==> config.mk <==
export PLATFORM = sky130hd
export DESIGN_NAME = seven_seg_scan_mux_flat
export DESIGN_NICKNAME = d
export VERILOG_FILES = /design/src/rtl/seven_seg_scan_mux_if.sv /design/src/rtl/seven_seg_scan_mux.sv /design/src/flat_wrapper.sv
export SDC_FILE = /design/constraint.sdc
export NUM_CORES = 1
export LEC_CHECK = 0
export CAP_MARGIN = 15
export CORE_ASPECT_RATIO = 2
export CORE_MARGIN = 3
export CORE_UTILIZATION = 60
export CTS_CLUSTER_DIAMETER = 60
export DETAILED_ROUTE_END_ITERATION = 16
export HOLD_SLACK_MARGIN = 0.15
export PLACE_DENSITY_LB_ADDON = 0.2
export SKIP_LAST_GASP = 1
export SLEW_MARGIN = 20
export SYNTH_ARGS = -nofsm -noshare
export SYNTH_HDL_FRONTEND = slang
export SYNTH_SLANG_ARGS = --single-unit
==> constraint.sdc <==
create_clock -name clk -period 8.35 [get_ports clk]
set_input_delay 2.505 -clock clk [delete_from_list [all_inputs] [get_ports clk]]
set_output_delay 2.505 -clock clk [all_outputs]
set_load 0.02 [all_outputs]
==> src/rtl/seven_seg_scan_mux_if.sv <==
// Bus between the seven-segment scan multiplexer and whoever feeds it digits.
// The slave modport is the scanner side; the master modport is the digit producer.
interface seven_seg_scan_mux_if #(
    parameter int NUM_DIGITS = 4
);
    localparam int IDX_W = $clog2(NUM_DIGITS);

    // load is a one-cycle strobe with no ready: every rising edge with load high
    // captures digits_in, and a later strobe before the frame boundary replaces it.
    logic                    enable;
    logic                    load;
    logic [4*NUM_DIGITS-1:0] digits_in;
    logic [3:0]              digit_data;
    logic [NUM_DIGITS-1:0]   digit_sel;
    logic [IDX_W-1:0]        digit_idx;
    logic                    frame_done;

    modport master (
        output enable, load, digits_in,
        input  digit_data, digit_sel, digit_idx, frame_done
    );

    modport slave (
        input  enable, load, digits_in,
        output digit_data, digit_sel, digit_idx, frame_done
    );
endinterface

==> src/rtl/seven_seg_scan_mux.sv <==
// Time-multiplexed digit scanner feeding a 4-bit-to-7-segment decoder, with tear-free
// frame-boundary updates. Define SEVEN_SEG_LEADING_ZERO_BLANK_EN to blank leading zeros.
module seven_seg_scan_mux #(
    parameter int NUM_DIGITS = 4,
    parameter int PRESCALE   = 100000
) (
    input logic                 clk,
    input logic                 rst,
    seven_seg_scan_mux_if.slave scan
);
    localparam int IDX_W  = $clog2(NUM_DIGITS);
    localparam int CNT_W  = (PRESCALE > 1) ? $clog2(PRESCALE) : 1;
    localparam int WORD_W = 4 * NUM_DIGITS;
    localparam logic [CNT_W-1:0]      CNT_LAST = CNT_W'(PRESCALE - 1);
    localparam logic [IDX_W-1:0]      IDX_LAST = IDX_W'(NUM_DIGITS - 1);
    localparam logic [NUM_DIGITS-1:0] SEL_ONE  = NUM_DIGITS'(1);

    logic [CNT_W-1:0]      r_count;
    logic [IDX_W-1:0]      r_idx;
    logic [WORD_W-1:0]     r_pending;
    logic [WORD_W-1:0]     r_active;
    logic                  r_pending_valid;
    logic [NUM_DIGITS-1:0] r_sel;
    logic [3:0]            r_data;

    logic                  w_tick;
    logic                  w_boundary;
    logic                  w_copy;
    logic [IDX_W-1:0]      w_next_idx;
    logic [WORD_W-1:0]     w_next_active;
    logic                  w_next_pv;
    logic [3:0]            w_next_data;
    logic                  w_blank;

    // r_idx is the scan state: a strict round-robin over the digit slots.
    always_comb begin
        w_tick     = scan.enable && (r_count == CNT_LAST);
        w_boundary = w_tick && (r_idx == IDX_LAST);
        // While disabled nothing is on the glass, so pending may go live right away.
        w_copy     = w_boundary || (!scan.enable && !scan.load);

        w_next_idx = r_idx;
        if (w_tick) begin
            w_next_idx = (r_idx == IDX_LAST) ? '0 : r_idx + 1'b1;
        end

        w_next_active = r_active;
        if (w_boundary && scan.load) begin
            w_next_active = scan.digits_in;
        end else if (w_copy && r_pending_valid) begin
            w_next_active = r_pending;
        end

        w_next_pv = r_pending_valid;
        if (scan.load && !w_boundary) begin
            w_next_pv = 1'b1;
        end else if (w_copy) begin
            w_next_pv = 1'b0;
        end

        w_next_data = w_next_active[{w_next_idx, 2'b00} +: 4];
    end

`ifdef SEVEN_SEG_LEADING_ZERO_BLANK_EN
    logic [NUM_DIGITS-1:0] w_zero_from;
    logic                  w_acc;

    // w_zero_from[k] is set when digits k..NUM_DIGITS-1 of the next active word are all zero.
    always_comb begin
        w_zero_from = '0;
        w_acc       = 1'b1;
        for (int k = NUM_DIGITS - 1; k >= 0; k--) begin
            w_acc          = w_acc && (w_next_active[4*k +: 4] == 4'h0);
            w_zero_from[k] = w_acc;
        end
        w_blank = (w_next_idx != '0) && w_zero_from[w_next_idx];
    end
`else
    assign w_blank = 1'b0;
`endif

    always_ff @(posedge clk) begin
        if (rst) begin
            r_count         <= '0;
            r_idx           <= '0;
            r_pending       <= '0;
            r_active        <= '0;
            r_pending_valid <= 1'b0;
            r_sel           <= '1;
            r_data          <= '0;
        end else begin
            if (scan.enable) begin
                r_count <= w_tick ? '0 : r_count + 1'b1;
            end
            r_idx <= w_next_idx;
            if (scan.load) begin
                r_pending <= scan.digits_in;
            end
            r_pending_valid <= w_next_pv;
            r_active        <= w_next_active;
            if (scan.enable && !w_blank) begin
                r_sel  <= ~(SEL_ONE << w_next_idx);
                r_data <= w_next_data;
            end else begin
                r_sel  <= '1;
                r_data <= '0;
            end
        end
    end

    assign scan.digit_sel  = r_sel;
    assign scan.digit_data = r_data;
    assign scan.digit_idx  = r_idx;
    assign scan.frame_done = w_boundary;
endmodule

==> src/flat_wrapper.sv <==
// flat-port wrapper written by rule: the top's interface ports become plain ports
module seven_seg_scan_mux_flat 
#(
    parameter int NUM_DIGITS = 4,
    parameter int PRESCALE   = 100000
)
  (clk, rst, scan_enable, scan_load, scan_digits_in, scan_digit_data, scan_digit_sel, scan_digit_idx, scan_frame_done);
  seven_seg_scan_mux_if #(.NUM_DIGITS(NUM_DIGITS)) scan_i ();
  input logic clk;
  input logic rst;
  input wire logic [$bits(scan_i.enable)-1:0] scan_enable;
  input wire logic [$bits(scan_i.load)-1:0] scan_load;
  input wire logic [$bits(scan_i.digits_in)-1:0] scan_digits_in;
  output wire logic [$bits(scan_i.digit_data)-1:0] scan_digit_data;
  output wire logic [$bits(scan_i.digit_sel)-1:0] scan_digit_sel;
  output wire logic [$bits(scan_i.digit_idx)-1:0] scan_digit_idx;
  output wire logic [$bits(scan_i.frame_done)-1:0] scan_frame_done;
  assign scan_i.enable = scan_enable;
  assign scan_i.load = scan_load;
  assign scan_i.digits_in = scan_digits_in;
  assign scan_digit_data = scan_i.digit_data;
  assign scan_digit_sel = scan_i.digit_sel;
  assign scan_digit_idx = scan_i.digit_idx;
  assign scan_frame_done = scan_i.frame_done;
  seven_seg_scan_mux #(.NUM_DIGITS(NUM_DIGITS), .PRESCALE(PRESCALE)) u_core (.clk(clk), .rst(rst), .scan(scan_i));
endmodule
# Word level (Yosys, flattened, before mapping)
# Index checks and enable logic that the tools add are counted.
[classes] n_addsub=2 eq_ne=2 shifts=2 mux=7 n_bitwise=2 n_reduce_logical=12
[ops] cell="$mux W16" n=2
[ops] cell="$add A17 B1 Y17 const B" n=1
[ops] cell="$eq A17 B17 Y1 const B" n=1
[ops] cell="$mux W17" n=1
[ops] cell="$shiftx A16 B5 Y4" n=1
[ops] cell="$logic_and A1 B1 Y1" n=6
[ops] cell="$mux W2" n=2
[ops] cell="$not A4 Y4" n=1
[ops] cell="$shl A1 B2 Y4 const A" n=1
[ops] cell="$logic_not A1 Y1" n=3
[ops] cell="$add A2 B1 Y2 const B" n=1
[ops] cell="$eq A2 B2 Y1 const B" n=1
[ops] cell="$mux W1" n=2
[ops] cell="$reduce_bool A2 Y1" n=1
[ops] cell="$reduce_or A2 Y1" n=1
[ops] cell="$logic_or A1 B1 Y1" n=1
[ops] cell="$not A1 Y1" n=1
[word_totals] reg_bits=60 output_inout_bits=11 elab_cells=34

# Longest topological paths before layout
# Gate-level depths: netlist (run 1).
[logic_depth] word_depth=8 ltp_mapped=9 ltp_nobuf=7

# Worst setup path before layout (run 1)
# Ideal clock, no wire load.
[synth_timing] path_type="input port to output port" startpoint="input port scan_enable" endpoint="output port scan_frame_done" arrival_ns=3.636 required_time_ns=5.845 setup_slack_ns=2.209 path_stages=5 n_path_buf=2 path_cell_list="nand4_1 -> nor3_1 -> clkbuf_1 -> and3_1 -> buf_2"
[synth_between] elab_chain_cells=2
[synth_lines] element="start, declared" line_no="flat_wrapper.sv:11" rtl="input wire logic [$bits(scan_i.enable)-1:0] scan_enable;"
[synth_lines] element="$logic_and A1 B1 Y1" line_no="seven_seg_scan_mux.sv:37" rtl="w_tick = scan.enable && (r_count == CNT_LAST);"
[synth_lines] element="$logic_and A1 B1 Y1" line_no="seven_seg_scan_mux.sv:38" rtl="w_boundary = w_tick && (r_idx == IDX_LAST);"
[synth_lines] element="end, declared" line_no="flat_wrapper.sv:17" rtl="output wire logic [$bits(scan_i.frame_done)-1:0] scan_frame_done;"
# No other way between the ends.

# Worst setup path in the final report (run 1)
# Ends and elaborated chain as after synthesis.

==> results by group, run 1 <==
Drt
  • DRC violations left: 0
  • Drt via density: 5.68
  • Total vias in the final route: 2404
  • Final ANT Viol Nets: 0
  • Initial DRT Pass Iterations: 4
  • WL final: 6330 um
  • 1st-iter DRT viols: 50
  • Routed WL per cell: 15.0 um

Floorplan
  • Total I/O pin count: 31
  • Die Y: 103 um
  • Die area: 0.00563 mm2
  • CORE AREA: 0.00447 mm2
  • FP Rows: 34
  • Initial Utilization: 63.4%
  • Die W: 54.6 um

Clock tree
  • Clock tree from TritonCTS: built
  • Gates resized, CTS repair: 0
  • Cts hold-fix bufs: 0
  • CTS Buffer Depth: 2
  • CTS clk-pin slew, worst paths: 60 ps
  • Setup Fix Bufs, Post-CTS: 0
  • Total CTS buffers: 9
  • Clock Latency Late Sink: 350 ps
  • Max H-tree Level: 3
  • Clock root buffer: clkbuf_8
  • Clock sink count: 60

Logic synthesis
  • Post-synthesis xor/xnor area fraction: 4.02%
  • Largest family of logic cells by synthesized area: simple AND/OR/NAND/NOR gates
  • Adder-cell area share of the yosys netlist: 0.884%
  • Post-Synthesis Cells: 336
  • Simple-Gate Fraction of Synth Area: 27.6%
  • Synth async-reset ratio: 0%
  • Yosys warns: 0
  • Dominant synthesized flop cell: dfxtp_1
  • Ranking of synthesized cells by area: dfxtp_1 42%, mux2i_1 10%, nand2_1 6.6%
  • Sequential share of the synthesized area: 42.4%
  • Synth top area share: 42.4%
  • Mux contribution to synthesized area: 10.7%
  • Syn_area_per_cell: 8.42 um2
  • Area leader, netlist: dfxtp_1
  • Post-synth EDFFs: 0
  • Yosys cell types: 42
  • Netlist Area Pre-Place: 0.00283 mm2
  • Synth Net Count: 358
  • Post-synthesis compound-gate area fraction: 11.3%
  • #FFs+latches synth: 60

Setup path
  • CP cell instances: clkdlybuf4s50_1 -> nand4_1 -> nor3_1 -> and3_1 -> buf_4 -> clkdlybuf4s50_1
  • Worst path most repeated cell: clkdlybuf4s50_1
  • CP endpoint kind: output pin
  • Max incr delay on CP: 720 ps
  • Crit path buffers/inverters: 3
  • CP max stage cell: clkdlybuf4s50_1
  • Crit Path Class: in2out
  • Worst path required time: 5850 ps
  • CP delay by family, top: buffers and inverters
  • Max FO, Critical Path: 12
  • Setup crit start kind: input pin
  • Worst EP arrival: 4720 ps

Flow run
  • Max_cap viols: 0

Placement
  • Post-DP HPWL: 4570 um
  • RD Place Congestion: 0.861
  • # port buffers: 30

Finish
  • Most common cell after layout, fill and taps aside: dfxtp_1
  • Area Overhead vs Synth: 17.3%
  • Ant diodes: 0
  • Most frequent cells in the layout: 60 x dfxtp_1, 50 x nand2_1, 44 x nor2_1, 30 x clkdlybuf4s50_1, 29 x mux2i_1
  • Layout cells sized above 1: 7.59%
  • # fillers: 370
  • Final nets: 387

STA
  • Hold WS: 489 ps
  • Worst slew pin tran: 749 ps
  • Setup violators final: 0
  • RSZ-0062 raised after global routing: no
  • Part of the cycle the worst path needs: 86.6%
  • Final hold vios: 0
  • Setup Total Neg Slack: 0 ps
  • Slew HR: 48.6%
  • Clk_skew: 7.26 ps
  • Fmax: 0.138 GHz
  • Shortest period the worst path allows: 7230 ps
  • Max Slew Vio Count: 0

Outcome
  • Status: finished clean

Pwr
  • Max VDD drop: 0.146 mV
  • PwrDens: 165 mW/mm2
  • Lkg Pwr: 1.25 nW

Global routing
  • Gr usage total: 25.9%
  • Largest net degree at the start of global routing: 40
  • Number of global-route vias before repair: 2369
  • Congestion Overflow GR: 0
  • Initial antenna violation count: 0
  • First-pass GRT wire length: 10500 um

Worst hold path
  • HP Class: reg2reg
[path summary, 6_finish.rpt]
path | start | endpoint | slack [ps] | depth (start not counted)
min reg2reg | u_core.r_pending[4] | u_core.r_pending[4] | 490 | 2
max | scan_enable | scan_frame_done | 1120 | 6
max reg2reg | u_core.r_count[11] | u_core.scan.digit_data[2] | 5670 | 7
min | u_core.r_pending[4] | u_core.r_pending[4] | 490 | 2
[state kept, by name, summed over array words and instances, names as in the netlist]
signal	count
u_core.r_pending	16
u_core.r_pending_valid	1
u_core.scan.digit_data	4
u_core.scan.digit_sel	4
u_core.r_active	16
u_core.r_count	17
u_core.scan.digit_idx	2
[logic make-up after synthesis]
| group | Yosys count |
|---|---|
| adder cells (fa/ha/maj) | 2 |
| buffers and inverters | 21 |
| AND/OR/NAND/NOR | 156 |
| flip-flops | 60 |
| AO/OA/AOI/OAI | 54 |
| multiplexers | 30 |
| XOR/XNOR | 13 |
[stage by stage]
step	utilization, %	worst slack, ps	cells	power, mW	area (um2)
4_1_cts	74.3	1130	423	0.553	3320
2_1_floorplan	-	2210	336	0.327	2830
6_report	74.3	1120	423	0.549	3320
3_3_place_gp	70.8	1190	408	0.343	3160
5_1_grt	74.3	942	423	0.571	3320
3_5_place_dp	70.8	1120	408	0.344	3160
[final cells by class]
cell class	instances	area (um2)	share of cell area, %
Inverter	4	15.0	0.452
Clock buffer	9	124	3.73
Clock inverter	6	32.5	0.980
Timing Repair Buffer	35	338	10.2
Multi-Input combinational cell	255	1540	46.4
Sequential cell	60	1200	36.2
Tap cell	54	67.6	2.04
[synth_stat cells (all sizes together), types with 2 or more instances]
library cell and count:
buf 5, nand2 50, nor4 2, nand3 3, or3 7, nand2b 11, a21oi 24, xor2 12
o22ai 2, nor3 12, mux2i 29, nand4 8, or4b 5, and4 3, nor2 44, dfxtp 60
clkbuf 12, o211ai 4, a211oi 10, or2 3, or3b 2, ha 2, inv 4, o21ai 11
[per-layer routing]
metal  wire length (um)  GRT usage, %  vias up
li1                   -             -     1234
met1               2390          26.1     1092
met2               3510          45.5       62
met3                246          7.24       16
met4                183          14.4        0
met5                  0             0        -
[where the power goes]
group          internal [mW]  switching (mW)  total, mW
clock                  0.103           0.108      0.211
combinational         0.0192          0.0186     0.0378
sequential             0.293         0.00645      0.300
[worst register-to-register path, cell delays in order, from the launching register on]
cell      delay [ps]
dfxtp_1          360
or3b_1           450
nor3_1           230
buf_4            230
nand2_1          160
mux2i_1          630
mux2_1           390
o211ai_1         150
Note: power is estimated with default switching activity, not from simulation.
==> run 2, diff against run 1 <==
- ABC_AREA: unset -> 1
==> run 2 against run 1 <==
Effect of this change:
- critical path depth stayed put
- flip-flop and latch count stayed put
- final area down 1.8%
- wire length rose by 8.3%
- first-iteration DRC count increased by 50%
- worst hold slack lost 27 ps
- register-to-register slack lost 100 ps
- via count rose by 11%
- clock skew up 1.2 ps
- global-route usage up 1.8 points
- die area fell by 1.2%
- sequential share of layout area rose by 0.67 points
==> results by group, run 2 <==
Pwr
  • Clk network pwr share: 40.3%
  • Pint: 0.431 mW
  • NetSw: 0.134 mW
  • Combinational share of power: 6.6%
  • PwrDens: 174 mW/mm2
  • Switching share of total power: 23.7%
  • Sequential Power Share: 53.1%
  • Max VDD drop: 0.125 mV
  • Lkg Pwr: 1.38 nW
  • Total Power: 0.566 mW

Finish
  • Regs by FF count: u_core.r_count x17, u_core.r_active x16, u_core.r_pending x16
  • Ant diodes: 0
  • Final instance area: 0.00326 mm2
  • Final nets: 448
  • Area Overhead vs Synth: 16.7%
  • Layout cells sized above 1: 10.0%
  • Final core occ: 73.7%
  • Most common cell after layout, fill and taps aside: nand2_1
  • Biggest register: u_core.r_count
  • Largest register FFs: 17
  • Most frequent cells in the layout: 82 x nand2_1, 60 x nor2_1, 60 x dfxtp_1, 53 x nand3_1, 39 x inv_1

Global routing
  • Largest net degree at the start of global routing: 30
  • Gr usage total: 27.7%
  • Congestion Overflow GR: 0
  • Number of global-route vias before repair: 2562
  • Initial antenna violation count: 0
  • First-pass GRT wire length: 11100 um

Logic synthesis
  • Synth Net Count: 420
  • Commonest cells in the netlist: 82 x nand2_1, 60 x dfxtp_1, 60 x nor2_1
  • Netlist Area Pre-Place: 0.00279 mm2
  • Top-count cell post-synth: nand2_1
  • Yosys warns: 0
  • Yosys cell types: 26
  • Synth async-reset ratio: 0%
  • Sequential share of the synthesized area: 43.0%
  • Ranking of synthesized cells by area: dfxtp_1 43%, nand2_1 11%, nand3_1 9.5%
  • Area leader, netlist: dfxtp_1
  • Post-Synthesis Cells: 398
  • Syn_area_per_cell: 7.02 um2
  • #FFs+latches synth: 60
  • Synth top area share: 43.0%
  • Post-synth EDFFs: 0
  • Dominant synthesized flop cell: dfxtp_1

Setup path
  • Worst path required time: 5850 ps
  • Crit path buffers/inverters: 3
  • CP endpoint kind: output pin
  • Flop-to-flop setup slack: 5570 ps
  • Setup crit start kind: input pin
  • Worst EP arrival: 4090 ps
  • CP delay by family, top: buffers and inverters
  • CP cell instances: clkdlybuf4s50_1 -> nand3_1 -> inv_1 -> nand3_1 -> nor2_2 -> clkdlybuf4s50_1
  • CP max stage cell: clkdlybuf4s50_1
  • Crit Path Class: in2out
  • Max FO, Critical Path: 4
  • Max incr delay on CP: 610 ps

Clock tree
  • Clock Latency Late Sink: 340 ps
  • Clock root buffer: clkbuf_8
  • CTS Buffer Depth: 2
  • Setup Fix Bufs, Post-CTS: 0
  • Clock tree from TritonCTS: built
  • Cts hold-fix bufs: 0
  • CTS clk-pin slew, worst paths: 60 ps
  • Total CTS buffers: 9
  • Max H-tree Level: 3
  • Clock sink count: 60
  • Gates resized, CTS repair: 0

Floorplan
  • Die Y: 103 um
  • Die area: 0.00556 mm2
  • CORE AREA: 0.00442 mm2
  • Initial Utilization: 63.2%
  • Total I/O pin count: 31
  • Die W: 54.3 um
  • FP Rows: 34

Placement
  • Post-DP HPWL: 4850 um
  • Dpl cell area: 0.00309 mm2
  • RD Place Congestion: 0.859
  • # port buffers: 30

STA
  • Slew HR: 40.3%
  • Fmax: 0.152 GHz
  • Hold WS: 462 ps
  • Worst slew pin tran: 893 ps
  • Setup violators final: 0
  • Max Slew Vio Count: 0
  • RSZ-0062 raised after global routing: no
  • Final hold vios: 0
  • Clk_skew: 8.44 ps
  • Setup Total Neg Slack: 0 ps
  • Shortest period the worst path allows: 6600 ps
  • Part of the cycle the worst path needs: 79.0%

Drt
  • DRC violations left: 0
  • 1st-iter DRT viols: 75
  • Total vias in the final route: 2679
  • Drt via density: 5.54
  • WL final: 6850 um
  • Final ANT Viol Nets: 0
  • Initial DRT Pass Iterations: 5
  • Routed WL per cell: 14.2 um

Worst hold path
  • HP Class: reg2reg

Outcome
  • Status: finished clean

Flow run
  • Max_cap viols: 0
-- run 2: cell count changes after synthesis, sizes merged, moves of 5 or more --
cell	delta
or3	-7
nand2	+40
a211oi	-10
mux2i	-29
nor2	+25
nand2b	-11
xor2	-11
inv	+40
nand3	+55
or4b	-5
a21oi	-5
o21ai	+12
-- run 2: area by class of cell --
type	count	area, um2
multi-input cells	280	1350
flip-flops and latches	60	1200
fillers	390	1160
repair buffers	31	308
inverters	44	165
clock buffers	13	159
well taps	54	67.6
clock inverters	2	10.0
-- run 2: kinds of logic after synthesis --
family,synth area share [%]
compound gates,8.55
fa+ha+maj,0.896
xor+xnor,0.314
flops,43.0
buf+inv,8.73
simple gates,38.5
-- run 2: worst reg2reg max path: cells and delay by family (launching register included) --
family                   cells  cell delay [ps]
adder cells (fa/ha/maj)      1              280
buffers and inverters        1              590
flip-flops                   1              390
AND/OR/NAND/NOR             10             1410
-- run 2: final timing paths --
path	cells after the start	startpoint	endpoint
worst max-delay path	6	scan_enable	scan_frame_done
worst min register to register	2	u_core.r_pending[6]	u_core.r_pending[6]
worst min-delay path	2	u_core.r_pending[6]	u_core.r_pending[6]
worst max register to register	12	u_core.r_count[0]	u_core.scan.digit_data[0]
-- run 2: per-stage QoR --
stage | instances | setup slack, ps
after global placement | 469 | 1800
after detailed placement | 469 | 1770
after global routing | 484 | 1670
after CTS | 484 | 1760
after floorplan | 398 | 2880
final | 484 | 1750
-- run 2: per-layer routing --
layer / track usage (%) / part of all wire (%) / vias to the layer above
met5: 0 / 0 / -
met4: 21.5 / 5.9 / 0
met3: 6.95 / 5.5 / 32
met2: 46.1 / 52 / 103
met1: 28.1 / 36 / 1212
li1: - / - / 1332
-- run 2: power groups by stage --
| stage | clock [mW] | sequential (mW) | combinational (mW) |
|---|---|---|---|
| finish | 0.228 | 0.300 | 0.0371 |
| floorplan | 0 | 0.304 | 0.0227 |
| detailed placement | 0 | 0.306 | 0.0369 |
| global route | 0.243 | 0.301 | 0.0414 |
| CTS | 0.232 | 0.300 | 0.0370 |
| global placement | 0 | 0.306 | 0.0357 |
==> run 3, diff against run 2 <==
- CORE_UTILIZATION: 60 -> 50
- clock period: 8.35 -> 5.65 ns (I/O delays scaled with it)
==> run 3 against run 2 <==
Effect of this change:
- non-clock buffer count is 2 higher
- critical path depth stayed put
- utilization is 11 points lower
- flip-flop and latch count stayed put
- clock skew hardly changed
- clock power is 83% higher
- worst hold slack better by 1.3 ps
- sequential power is 48% higher
- die area is 18% higher
- via count is 2.1% lower
- highest routed layer unchanged
==> results by group, run 3 (synthesis results as in run 2) <==
Outcome
  • Status: finished clean

Setup path
  • Worst EP arrival: 3280 ps
  • CP delay by family, top: buffers and inverters
  • Setup crit start kind: input pin
  • Reg2reg start: u_core.r_count[0]
  • CP endpoint kind: output pin
  • Crit path buffers/inverters: 3
  • CP max stage cell: clkdlybuf4s50_1
  • Worst path required time: 3950 ps
  • FF-to-FF End: u_core.scan.digit_data[2]
  • Crit Path Class: in2out
  • Max incr delay on CP: 620 ps
  • Cells on worst reg2reg path: 13
  • CP cell instances: clkdlybuf4s50_1 -> nand3_1 -> inv_1 -> nand3_1 -> nor2_2 -> clkdlybuf4s50_1
  • Max FO, Critical Path: 4
  • Flop-to-flop setup slack: 3310 ps

Clock tree
  • Max H-tree Level: 3
  • Gates resized, CTS repair: 0
  • Clock tree from TritonCTS: built
  • Clock root buffer: clkbuf_8
  • Clock sink count: 60
  • Setup Fix Bufs, Post-CTS: 0
  • Cts hold-fix bufs: 0
  • CTS clk-pin slew, worst paths: 60 ps
  • Total CTS buffers: 9
  • CTS Buffer Depth: 2
  • Clock Latency Late Sink: 340 ps

Floorplan
  • Die area: 0.00657 mm2
  • Die W: 58.9 um
  • Die Y: 112 um
  • Total I/O pin count: 31
  • FP Rows: 37
  • Initial Utilization: 52.9%
  • CORE AREA: 0.00528 mm2

STA
  • Max Slew Vio Count: 0
  • Shortest period the worst path allows: 4980 ps
  • Setup Total Neg Slack: 0 ps
  • Final hold vios: 0
  • Hold WS: 464 ps
  • Part of the cycle the worst path needs: 88.1%
  • Slew HR: 46.6%
  • Worst slew pin tran: 799 ps
  • Clk_skew: 8.49 ps
  • Fmax: 0.201 GHz
  • Setup violators final: 0
  • RSZ-0062 raised after global routing: no

Drt
  • Initial DRT Pass Iterations: 5
  • DRC violations left: 0
  • Drt via density: 5.36
  • Routed WL per cell: 13.8 um
  • WL final: 6730 um
  • Final ANT Viol Nets: 0
  • Total vias in the final route: 2623
  • 1st-iter DRT viols: 76

Finish
  • Final nets: 450
  • Layout cells sized above 1: 10.2%
  • Biggest register: u_core.r_count
  • Area Overhead vs Synth: 18.7%
  • Most common cell after layout, fill and taps aside: nand2_1
  • Final instance area: 0.00332 mm2
  • Most frequent cells in the layout: 82 x nand2_1, 60 x nor2_1, 60 x dfxtp_1, 53 x nand3_1, 39 x inv_1
  • Ant diodes: 0
  • # fillers: 485
  • Largest register FFs: 17
  • Regs by FF count: u_core.r_count x17, u_core.r_active x16, u_core.r_pending x16

Worst hold path
  • WHS Path Cells: 2
  • Hold path start: u_core.r_pending[6]
  • Hold path endpoint: u_core.r_pending[6]
  • HP Class: reg2reg

Pwr
  • PwrDens: 276 mW/mm2
  • Clk network pwr share: 45.6%
  • Lkg Pwr: 1.40 nW
  • Sequential Power Share: 48.4%
  • Pint: 0.715 mW
  • NetSw: 0.201 mW
  • Combinational share of power: 6.0%
  • Max VDD drop: 0.275 mV
  • Switching share of total power: 22.0%

Global routing
  • Initial antenna violation count: 0
  • Gr usage total: 22.7%
  • First-pass GRT wire length: 11400 um
  • Congestion Overflow GR: 0
  • Largest net degree at the start of global routing: 31
  • Number of global-route vias before repair: 2623

Placement
  • Dpl cell area: 0.00311 mm2
  • Post-DP HPWL: 4780 um
  • # port buffers: 30
  • RD Place Congestion: 0.863

Flow run
  • Max_cap viols: 0
-- run 3: changes by cell type in the layout (fill, tap and decap cells not counted), sizes merged --
| cell | previous run | this run |
|---|---|---|
| buf | 1 | 3 |
| bufinv | 0 | 2 |
| clkinv | 2 | 0 |
| clkbuf | 13 | 12 |
-- run 3: stage by stage --
| step | setup slack (ps) | power (mW) | std cells | utilization, % |
|---|---|---|---|---|
| 6_report | 672 | 0.916 | 489 | 62.8 |
| 3_5_place_dp | 683 | 0.508 | 475 | 58.9 |
| 5_1_grt | 556 | 0.950 | 489 | 62.8 |
| 2_1_floorplan | 1800 | 0.483 | 398 | - |
| 3_3_place_gp | 724 | 0.506 | 475 | 58.9 |
| 4_1_cts | 672 | 0.922 | 489 | 62.8 |
-- run 3: how the worst max path moves through the flow --
stage               cells after the start              end         from  slack, ps
floorplan                               4  scan_frame_done  scan_enable       1800
global placement                        6  scan_frame_done  scan_enable        720
detailed placement                      6  scan_frame_done  scan_enable        680
CTS                                     6  scan_frame_done  scan_enable        670
global route                            6  scan_frame_done  scan_enable        560
finish                                  6  scan_frame_done  scan_enable        670
-- run 3: cell type report --
type	count	area, um2	share of cell area [%]
Sequential cell	60	1200	36.2
Multi-Input combinational cell	280	1350	40.7
Clock buffer	12	145	4.38
Inverter	44	165	4.98
Clock inverter	2	60.1	1.81
Tap cell	58	72.6	2.19
Timing Repair Buffer	33	323	9.74
-- run 3: power groups by stage --
stage | clock, mW | combinational (mW) | sequential (mW)
2_1_floorplan | 0 | 0.0335 | 0.449
3_3_place_gp | 0 | 0.0541 | 0.452
3_5_place_dp | 0 | 0.0551 | 0.453
4_1_cts | 0.423 | 0.0554 | 0.443
5_1_grt | 0.443 | 0.0626 | 0.445
6_report | 0.417 | 0.0550 | 0.444
-- run 3: routing by layer --
layer / routed length, um / track usage [%] / vias to the layer above / part of all wire (%)
li1: - / - / 1336 / -
met1: 2570 / 23.5 / 1205 / 38
met2: 3630 / 38.7 / 61 / 54
met3: 238 / 5.92 / 21 / 3.5
met4: 290 / 14.5 / 0 / 4.3
met5: 0 / 0 / - / 0
-- run 3: tightest hold or removal path, stage by stage, from the launching register on --
cell,delay (ps)
dfxtp_1,300
inv_1,60
a21oi_1,60
